**src/rtl/lsu_mem_pkg.sv**
```systemverilog
// Shared definitions for the load/store unit memory stage.
//   XLEN            : datapath width (64)
//   SZ_B..SZ_D      : req_size encodings (byte, half, word, double)
//   EXC_*           : resp_exc codes
//   lsu_state_e     : FSM state encoding (IDLE -> MEM -> RESP)
//   size_bytes()    : number of bytes covered by a size encoding
package lsu_mem_pkg;

  localparam int XLEN = 64;

  localparam logic [1:0] SZ_B = 2'd0;
  localparam logic [1:0] SZ_H = 2'd1;
  localparam logic [1:0] SZ_W = 2'd2;
  localparam logic [1:0] SZ_D = 2'd3;

  localparam logic [1:0] EXC_NONE     = 2'd0;
  localparam logic [1:0] EXC_MISALIGN = 2'd1;
  localparam logic [1:0] EXC_ACCESS   = 2'd2;

  typedef enum logic [1:0] {
    ST_IDLE = 2'd0,
    ST_MEM  = 2'd1,
    ST_RESP = 2'd2
  } lsu_state_e;

  // 1, 2, 4 or 8 bytes for SZ_B..SZ_D
  function automatic logic [3:0] size_bytes(input logic [1:0] size);
    return 4'd1 << size;
  endfunction

endpackage

```
**src/rtl/lsu_load_ext.sv**
```systemverilog
// Combinational load-data extension.
// Ports:
//   size        in  2     access size (SZ_B..SZ_D)
//   is_unsigned in  1     1 = zero-extend, 0 = sign-extend
//   raw         in  XLEN  RAM read data, lowest byte at bit 0
//   ext         out XLEN  extended result
module lsu_load_ext
  import lsu_mem_pkg::*;
(
  input  logic [1:0]      size,
  input  logic            is_unsigned,
  input  logic [XLEN-1:0] raw,
  output logic [XLEN-1:0] ext
);

  always_comb begin
    ext = raw;
    case (size)
      SZ_B: ext = is_unsigned ? {{(XLEN-8){1'b0}}, raw[7:0]}
                              : {{(XLEN-8){raw[7]}}, raw[7:0]};
      SZ_H: ext = is_unsigned ? {{(XLEN-16){1'b0}}, raw[15:0]}
                              : {{(XLEN-16){raw[15]}}, raw[15:0]};
      SZ_W: ext = is_unsigned ? {{(XLEN-32){1'b0}}, raw[31:0]}
                              : {{(XLEN-32){raw[31]}}, raw[31:0]};
      default: ext = raw;
    endcase
  end

endmodule

```
**src/rtl/lsu_mem.sv**
```systemverilog
// Load/store unit memory stage: accepts one EX-stage request, performs a
// single-cycle access to a combinational-read data RAM, and returns the
// (extended) load data or an exception code to WB.
// Ports:
//   clk, rst                       clock, synchronous active-high reset
//   req_valid/req_ready            request handshake (ready only in IDLE)
//   req_store, req_size,
//   req_unsigned, req_addr,
//   req_wdata                      request fields
//   ram_addr, ram_wen, ram_ren,
//   ram_byte_en, ram_wdata         RAM control, active only in MEM
//   ram_rdata                      RAM combinational read data
//   resp_valid/resp_ready          response handshake
//   resp_rdata, resp_exc           response payload
module lsu_mem
  import lsu_mem_pkg::*;
#(
  parameter int RAM_SIZE    = 8192,
  parameter int ALIGN_CHECK = 1
) (
  input  logic            clk,
  input  logic            rst,
  input  logic            req_valid,
  output logic            req_ready,
  input  logic            req_store,
  input  logic [1:0]      req_size,
  input  logic            req_unsigned,
  input  logic [XLEN-1:0] req_addr,
  input  logic [XLEN-1:0] req_wdata,
  output logic [XLEN-1:0] ram_addr,
  output logic            ram_wen,
  output logic            ram_ren,
  output logic [7:0]      ram_byte_en,
  output logic [XLEN-1:0] ram_wdata,
  input  logic [XLEN-1:0] ram_rdata,
  output logic            resp_valid,
  input  logic            resp_ready,
  output logic [XLEN-1:0] resp_rdata,
  output logic [1:0]      resp_exc
);

  lsu_state_e state_reg, state_next;

  logic            store_reg;
  logic [1:0]      size_reg;
  logic            unsigned_reg;
  logic [XLEN-1:0] addr_reg;
  logic [XLEN-1:0] wdata_reg;
  logic [XLEN-1:0] rdata_reg;
  logic [1:0]      exc_reg;

  // ---------------------------------------------------------------
  // Fault detection on the incoming request
  // ---------------------------------------------------------------
  logic [3:0]      req_bytes;
  logic            misaligned;
  logic [XLEN:0]   req_end;
  logic            out_of_range;
  logic [1:0]      fault_exc;

  assign req_bytes    = size_bytes(req_size);
  assign misaligned   = (ALIGN_CHECK != 0) &&
                        ((req_addr & XLEN'(req_bytes - 4'd1)) != '0);
  // One extra bit so addresses near 2^XLEN cannot wrap into range
  assign req_end      = {1'b0, req_addr} + (XLEN+1)'(req_bytes);
  assign out_of_range = req_end > (XLEN+1)'(RAM_SIZE);
  assign fault_exc    = misaligned   ? EXC_MISALIGN :
                        out_of_range ? EXC_ACCESS   : EXC_NONE;

  logic accept;
  logic mem_active;

  // ---------------------------------------------------------------
  // Byte lanes: lane gi enabled when gi < access size in bytes
  // ---------------------------------------------------------------
  logic [7:0] lane_en;
  for (genvar gi = 0; gi < 8; gi++) begin : g_lane
    assign lane_en[gi] = (4'(gi) < size_bytes(size_reg));
  end

  logic [XLEN-1:0] load_ext;

  lsu_load_ext u_load_ext (
    .size        (size_reg),
    .is_unsigned (unsigned_reg),
    .raw         (ram_rdata),
    .ext         (load_ext)
  );

  // ---------------------------------------------------------------
  // Next state and outputs
  // ---------------------------------------------------------------
  always_comb begin
    state_next = state_reg;
    req_ready  = 1'b0;
    resp_valid = 1'b0;
    accept     = 1'b0;
    case (state_reg)
      ST_IDLE: begin
        req_ready = 1'b1;
        if (req_valid) begin
          accept     = 1'b1;
          state_next = (fault_exc != EXC_NONE) ? ST_RESP : ST_MEM;
        end
      end
      ST_MEM:  state_next = ST_RESP;
      ST_RESP: begin
        resp_valid = 1'b1;
        if (resp_ready) state_next = ST_IDLE;
      end
      default: state_next = ST_IDLE;
    endcase
  end

  // Reset during MEM must not let the pending write reach the RAM on the
  // reset edge, so the RAM strobes are gated by rst combinationally.
  assign mem_active  = (state_reg == ST_MEM) && !rst;
  assign ram_ren     = mem_active && !store_reg;
  assign ram_wen     = mem_active &&  store_reg;
  assign ram_addr    = mem_active ? addr_reg  : '0;
  assign ram_wdata   = mem_active ? wdata_reg : '0;
  assign ram_byte_en = mem_active ? lane_en   : 8'h00;

  assign resp_rdata  = rdata_reg;
  assign resp_exc    = exc_reg;

  // ---------------------------------------------------------------
  // State and datapath registers
  // ---------------------------------------------------------------
  always_ff @(posedge clk) begin
    if (rst) begin
      state_reg    <= ST_IDLE;
      store_reg    <= 1'b0;
      size_reg     <= SZ_B;
      unsigned_reg <= 1'b0;
      addr_reg     <= '0;
      wdata_reg    <= '0;
      rdata_reg    <= '0;
      exc_reg      <= EXC_NONE;
    end else begin
      state_reg <= state_next;
      if (accept) begin
        store_reg    <= req_store;
        size_reg     <= req_size;
        unsigned_reg <= req_unsigned;
        addr_reg     <= req_addr;
        wdata_reg    <= req_wdata;
        exc_reg      <= fault_exc;
        // stores and faults report zero data
        rdata_reg    <= '0;
      end
      if (state_reg == ST_MEM && !store_reg) begin
        rdata_reg <= load_ext;
      end
    end
  end

endmodule

```
**config.mk**
```make
export PLATFORM = sky130hd
export DESIGN_NAME = lsu_mem
export DESIGN_NICKNAME = d
export VERILOG_FILES = /design/src/rtl/lsu_mem_pkg.sv /design/src/rtl/lsu_load_ext.sv /design/src/rtl/lsu_mem.sv
export SDC_FILE = /design/constraint.sdc
export NUM_CORES = 1
export LEC_CHECK = 0
export CAP_MARGIN = 20
export CELL_PAD_IN_SITES_DETAIL_PLACEMENT = 1
export CELL_PAD_IN_SITES_GLOBAL_PLACEMENT = 1
export CORE_UTILIZATION = 27
export DETAILED_ROUTE_END_ITERATION = 6
export PLACE_DENSITY = 0.79
export SYNTH_ARGS = -nofsm -noshare
export SYNTH_HDL_FRONTEND = slang
export SYNTH_SLANG_ARGS = --single-unit
```
**constraint.sdc**
```tcl
create_clock -name clk -period 3.8 [get_ports clk]
set_input_delay 0.76 -clock clk [delete_from_list [all_inputs] [get_ports clk]]
set_output_delay 0.76 -clock clk [all_outputs]
set_load 0.03 [all_outputs]
```
# After elaboration in Yosys (flattened, before gate mapping)
# Cells that the tools add are included.
# op_classes
mux,19
n_reduce_logical,12
order_cmp,9
n_bitwise,1
eq_ne,6
shifts,2
n_addsub,2
# op_table
operator,count
$mux W64,7
$pmux W64 S3,1
$add A64 B4 Y65,1
$gt A65 B14 Y1 const B,1
$and A64 B64 Y64,1
$reduce_bool A64 Y1,1
$lt A3 B4 Y1 const A,4
$mux W2,5
$lt A1 B4 Y1 const A,2
$lt A2 B4 Y1 const A,2
$mux W8,1
$shl A1 B2 Y4 const A,2
$pmux W2 S3,1
$sub A4 B1 Y5 const B,1
$eq A2 B1 Y1 const B,2
$eq A2 B2 Y1 const B,2
$logic_and A1 B1 Y1,4
$logic_not A2 Y1,2
$mux W1,4
$ne A2 B2 Y1 const B,2
$reduce_bool A2 Y1,2
$logic_not A1 Y1,2
$reduce_and A2 Y1,1
# totals
wordCells,59
reg_bits,200
in_bits,200
out_inout_bits,206

# Longest topological paths before layout
# depth
depth_word,9
mapped_depth,14
mapped_depth_nobuf,13

# Modules after synthesis
# From an unflattened synthesis, not the netlist that was laid out.
# unflattened
cells_unflattened,1360
hier_area_um2,10333.7
# by_module_without_submodules
mod,n_inst,area_each_um2,cells_per_inst
lsu_mem,1,9480.3,1210
lsu_load_ext,1,853.3,150

# Worst setup path before layout
# Ideal clock, no wire load.
# synth_path
path_kind,in2reg
start,input port req_size[0]
end,register state_reg[1]
stages,13
required_time_ns,3.674
setup_slack_ns,0.052
path_buffers,0
arrival_time_ns,3.622
setup_time_ns,0.126
cell_sequence,nor2_1 ha_1 inv_1 fa_1 or2b_1 a21o_1 o32a_1 a211oi_1 o2111ai_1 nand4b_1 or4b_1 nor4bb_1 o21ai_1
# synth_via
elab_chain_len,9
# synth_lines
element,line,rtl
from (decl),lsu_mem.sv:26,"input logic [1:0] req_size,"
$shl A1 B2 Y4 *,lsu_mem_pkg.sv:28,return 4'd1 << size;
$add A64 B4 Y65 / $sub A4 B1 Y5 (equally long branches),"lsu_mem.sv:65, lsu_mem.sv:63",
$gt A65 B14 Y1 / $and A64 B64 Y64 (equally long branches),"lsu_mem.sv:66, lsu_mem.sv:63",
$mux W2 / $reduce_bool A64 Y1 (equally long branches),"lsu_mem.sv:68, lsu_mem.sv:63",
$mux W2 *,lsu_mem.sv:67,assign fault_exc = misaligned ? EXC_MISALIGN :
$reduce_bool A2 Y1 *,lsu_mem.sv:103,state_next = (fault_exc != EXC_NONE) ? ST_RESP : ST_MEM;
$mux W2 *,lsu_mem.sv:103,
$mux W2 *,lsu_mem.sv:101,if (req_valid) begin
$pmux W2 S3 *,lsu_mem.sv:98,case (state_reg)
to (signal assigned),lsu_mem.sv:141,state_reg <= state_next;
to (decl),lsu_mem.sv:42,"lsu_state_e state_reg, state_next;"
# Every way passes the cells marked *; elsewhere a longest branch is shown, timed or not. The select of a mux whose other input is x is not followed.
# A chain may end at the register's enable or synchronous reset.

# Final worst setup path
# layout_path
start,input port req_size[0]
end,register state_reg[0]
# Same word-level chain as after synthesis.

==> metrics.log <==
INFO  metric post_route_cells_drive_above_1_share = 15.1%
INFO  metric die_width = 193 um
INFO  metric cts_buffers = 17
INFO  metric vias = 11100
INFO  metric hold-path-cell-count = 2
INFO  metric sw_frac_of_total = 28.9%
INFO  metric p_total = 4940 uW
INFO  metric synthTopCellsByCount = nand2_1, dfxtp_1, a21oi_1
INFO  metric top_cell_by_count_worst_path = buf_6
INFO  metric cp.buffers_inverters = 3
INFO  metric initial_utilization = 27.5%
INFO  metric worst_clk_skew = 0.0100 ns
INFO  metric p_comb_share = 15.9%
INFO  metric grt.overflow.total = 0
INFO  metric area_contributors_post_synth = dfxtp_1, nand2_1, a21oi_1
INFO  metric groute.usage.overall = 22.3%
INFO  metric grt_pass1_vias = 11300
INFO  metric seq_area_frac_synth = 40.8%
INFO  metric clockRootBuffer = clkbuf_16
INFO  metric num_io_pins = 406
INFO  metric violations = design-rule violations
INFO  metric cts_max_path_buffers = 2
INFO  metric tritoncts_num_sinks = 200
INFO  metric grt_antenna_before_repair = 1
INFO  metric fin_crit = 3.71 ns
INFO  metric timing.hold.worst.class = reg2reg
INFO  metric register_area = 0.00400 mm^2
INFO  metric fmaxAchievable = 269 MHz
INFO  metric timing.critical_path.slowest_cell_delay = 0.59 ns
INFO  metric vias_per_cell = 4.94
INFO  metric setup_violations = 0
INFO  metric grt_first_pass_wirelength = 63.5 mm
INFO  metric synth_most_common_cell = nand2_1
INFO  metric yosys_warnings = 0
INFO  metric cts.clk_slew.worst_paths = 0.08 ns
INFO  metric layout-area-overhead-vs-synth = 58.6%
INFO  metric worstPathArrival = 4.11 ns
INFO  metric run_status = finished with violations
INFO  metric floorplan.rows = 69
INFO  metric worst_case_reg_to_reg_path_depth = 7
INFO  metric timing.max_cap.violations = 0
INFO  metric grt_start_max_net_pins = 92
INFO  metric synthesis.area_per_instance = 7.39 um^2
INFO  metric synthesis.instances = 1329
INFO  metric slew_violations = 0
INFO  metric seq_power_share = 45.2%
INFO  metric synth_cell_area = 0.00982 mm^2
INFO  metric route.detailed.wl_per_inst = 18.8 um
INFO  metric number_of_distinct_library_cells_after_synthesis = 70
INFO  metric port_buffers = 405
INFO  metric edff_count_synth = 0
INFO  metric critPathKind = in2reg
INFO  metric ys_dominant_reg_cell = dfxtp_1
INFO  metric drt_iter0_drc = 502
INFO  metric switchingPower = 1430 uW
INFO  metric slack_of_the_worst_reg_to_reg_path = 1.05 ns
INFO  metric die_area = 0.0371 mm^2
INFO  metric clockPowerShare = 38.9%
INFO  metric p_int = 3510 uW
INFO  metric timing_hold_violations_final = 0
INFO  metric critPathRequiredTime = 4.20 ns
INFO  metric ir_drop = 0.316 mV
INFO  metric post-route-drc-count = 140
INFO  metric drt_pass1_iterations = 7
INFO  metric min_from = resp_rdata[46]
INFO  metric maxSlewHeadroom = 29.6%
INFO  metric cp_cell_sequence = buf_6 > nor2_4 > ha_4 > inv_1 > fa_2 > or2b_1 > buf_6 > a21o_1 > o32a_1 > a211oi_2 > o2111ai_1 > nand4b_1 > or4b_4 > nor4bb_4 > and2_1
INFO  metric element_type_at_the_critical_path_end = register
INFO  metric timing.hold.ws = 0.438 ns
INFO  metric core_area = 0.0357 mm^2
INFO  metric total_power_per_unit_cell_area = 317 mW/mm^2
INFO  metric synthDominantCellAreaShare = 40.8%
INFO  metric synth_seq_cells = 200
INFO  metric hpwlAfterDp = 31.5 mm
INFO  metric cts_tree = built
INFO  metric multi_input_area = 0.00545 mm^2
INFO  metric p_leak = 0.00622 uW
INFO  metric antenna_left = 0
INFO  metric cts.hold.buffers_added = 0
INFO  metric die_y = 193 um
INFO  metric insertion_delay = 0.46 ns
INFO  metric cts_htree_levels = 4
INFO  metric reg2reg_to = resp_rdata[61]
INFO  metric min_period_over_period = 97.7%
INFO  metric worst_setup_path_start_kind = input pin
INFO  metric routed_wirelength = 42.3 mm
INFO  metric postSynthNetCount = 1535
INFO  metric postSynth.asyncResetShare = 0%
INFO  metric fill_cells = 4320
INFO  metric synth.largest_area_cell = dfxtp_1
INFO  metric timing.rr.start = size_reg[1]
INFO  metric worst-path-max-fanout = 5
INFO  metric num-nets-final = 1980
INFO  metric cpLargestDelayFamily = simple AND/OR/NAND/NOR gates
INFO  metric hold_end = resp_rdata[46]
INFO  metric tightestPinTransition = 1.06 ns
INFO  metric routabilityCongestion = 0.874
INFO  metric timing.critical_path.slowest_stage_cell = or4b_4
## worst register-to-register path: stages, from the launching register on
cell      delay [ns]
dfxtp_1         0.88
o21ai_0         0.21
nand2b_1        0.18
nor4bb_1        0.66
nor2b_1         0.21
buf_4           0.27
o21ai_0         0.17
nand2_1         0.12
## worst max path at each step
| stage | from | to | slack [ns] | cells after the start |
|---|---|---|---|---|
| final | req_size[0] | state_reg[0] | 0.09 | 15 |
| after global routing | req_size[0] | state_reg[0] | -0.01 | 15 |
| after CTS | req_size[0] | state_reg[0] | 0.006 | 16 |
| after detailed placement | req_size[0] | state_reg[0] | -1.08 | 15 |
| after global placement | req_size[0] | state_reg[1] | -0.89 | 15 |
| after floorplan | req_size[0] | state_reg[1] | 0.05 | 13 |
## cells by family after synthesis
kind of cell | Yosys count | share of synthesized area, %
AND/OR/NAND/NOR | 687 | 34.3
XOR/XNOR | 23 | 2.05
multiplexers | 3 | 0.306
flip-flops | 200 | 40.8
AO/OA/AOI/OAI | 299 | 16.9
buffers and inverters | 111 | 4.80
adder cells (fa/ha/maj) | 6 | 0.841
## metal layers
metal | global-route usage [%] | up-vias | routed length [um]
met3 | 5.44 | 62 | 2970
met1 | 26.6 | 5327 | 17600
met4 | 9.39 | 0 | 1480
met5 | 0 | - | 0
li1 | - | 5360 | -
met2 | 37.7 | 365 | 20200
## metrics by stage
stage	setup TNS [ns]	setup WS, ns	util (%)	instance area, um^2	cells
4_1_cts	0	0.00592	43.6	15500	2246
3_5_place_dp	-3.01	-1.08	41.6	14800	2209
2_1_floorplan	0	0.0521	-	9820	1329
6_report	0	0.0882	43.7	15600	2250
3_3_place_gp	-2.50	-0.889	41.6	14800	2209
5_1_grt	-0.0106	-0.0106	43.7	15600	2249
## timing repair
action	CTS	global route
endpoints found under the setup margin	3	3
pin swaps	13	12
setup buffers	5	3
gates resized for setup	19	12
## power by group through the flow
stage / Clock, uW / Sequential [uW] / Combinational (uW)
4_1_cts: 1980 / 2230 / 787
3_3_place_gp: 0 / 2280 / 755
2_1_floorplan: 0 / 2260 / 330
6_report: 1920 / 2230 / 787
5_1_grt: 2060 / 2240 / 858
3_5_place_dp: 0 / 2280 / 773
## placed cells by master, fill, tap and decap left out, types with 8 or more instances in the layout
master           instances
nand2_1                377
a21o_1                  10
buf_12                  10
xnor2_1                 13
a22o_1                   8
dfxtp_1                200
buf_4                  190
nand4_1                 18
xor2_1                  10
clkbuf_16               17
o21ai_0                 69
nor2_1                  31
and2_1                 135
a31oi_1                  9
clkdlybuf4s50_1        320
nand3_1                 34
a21oi_1                168
inv_1                   10
nor3_1                  19
## cell type report
class                      instances  area share, %
antenna                            2         0.0321
clock buffer                      17           2.73
clock inverter                    15           1.20
inverter                          12          0.289
multi-input combinational       1018           35.0
sequential                       200           25.7
tap                              461           3.70
timing repair buffer             525           31.3
Note: power is estimated with default switching activity, not from simulation.
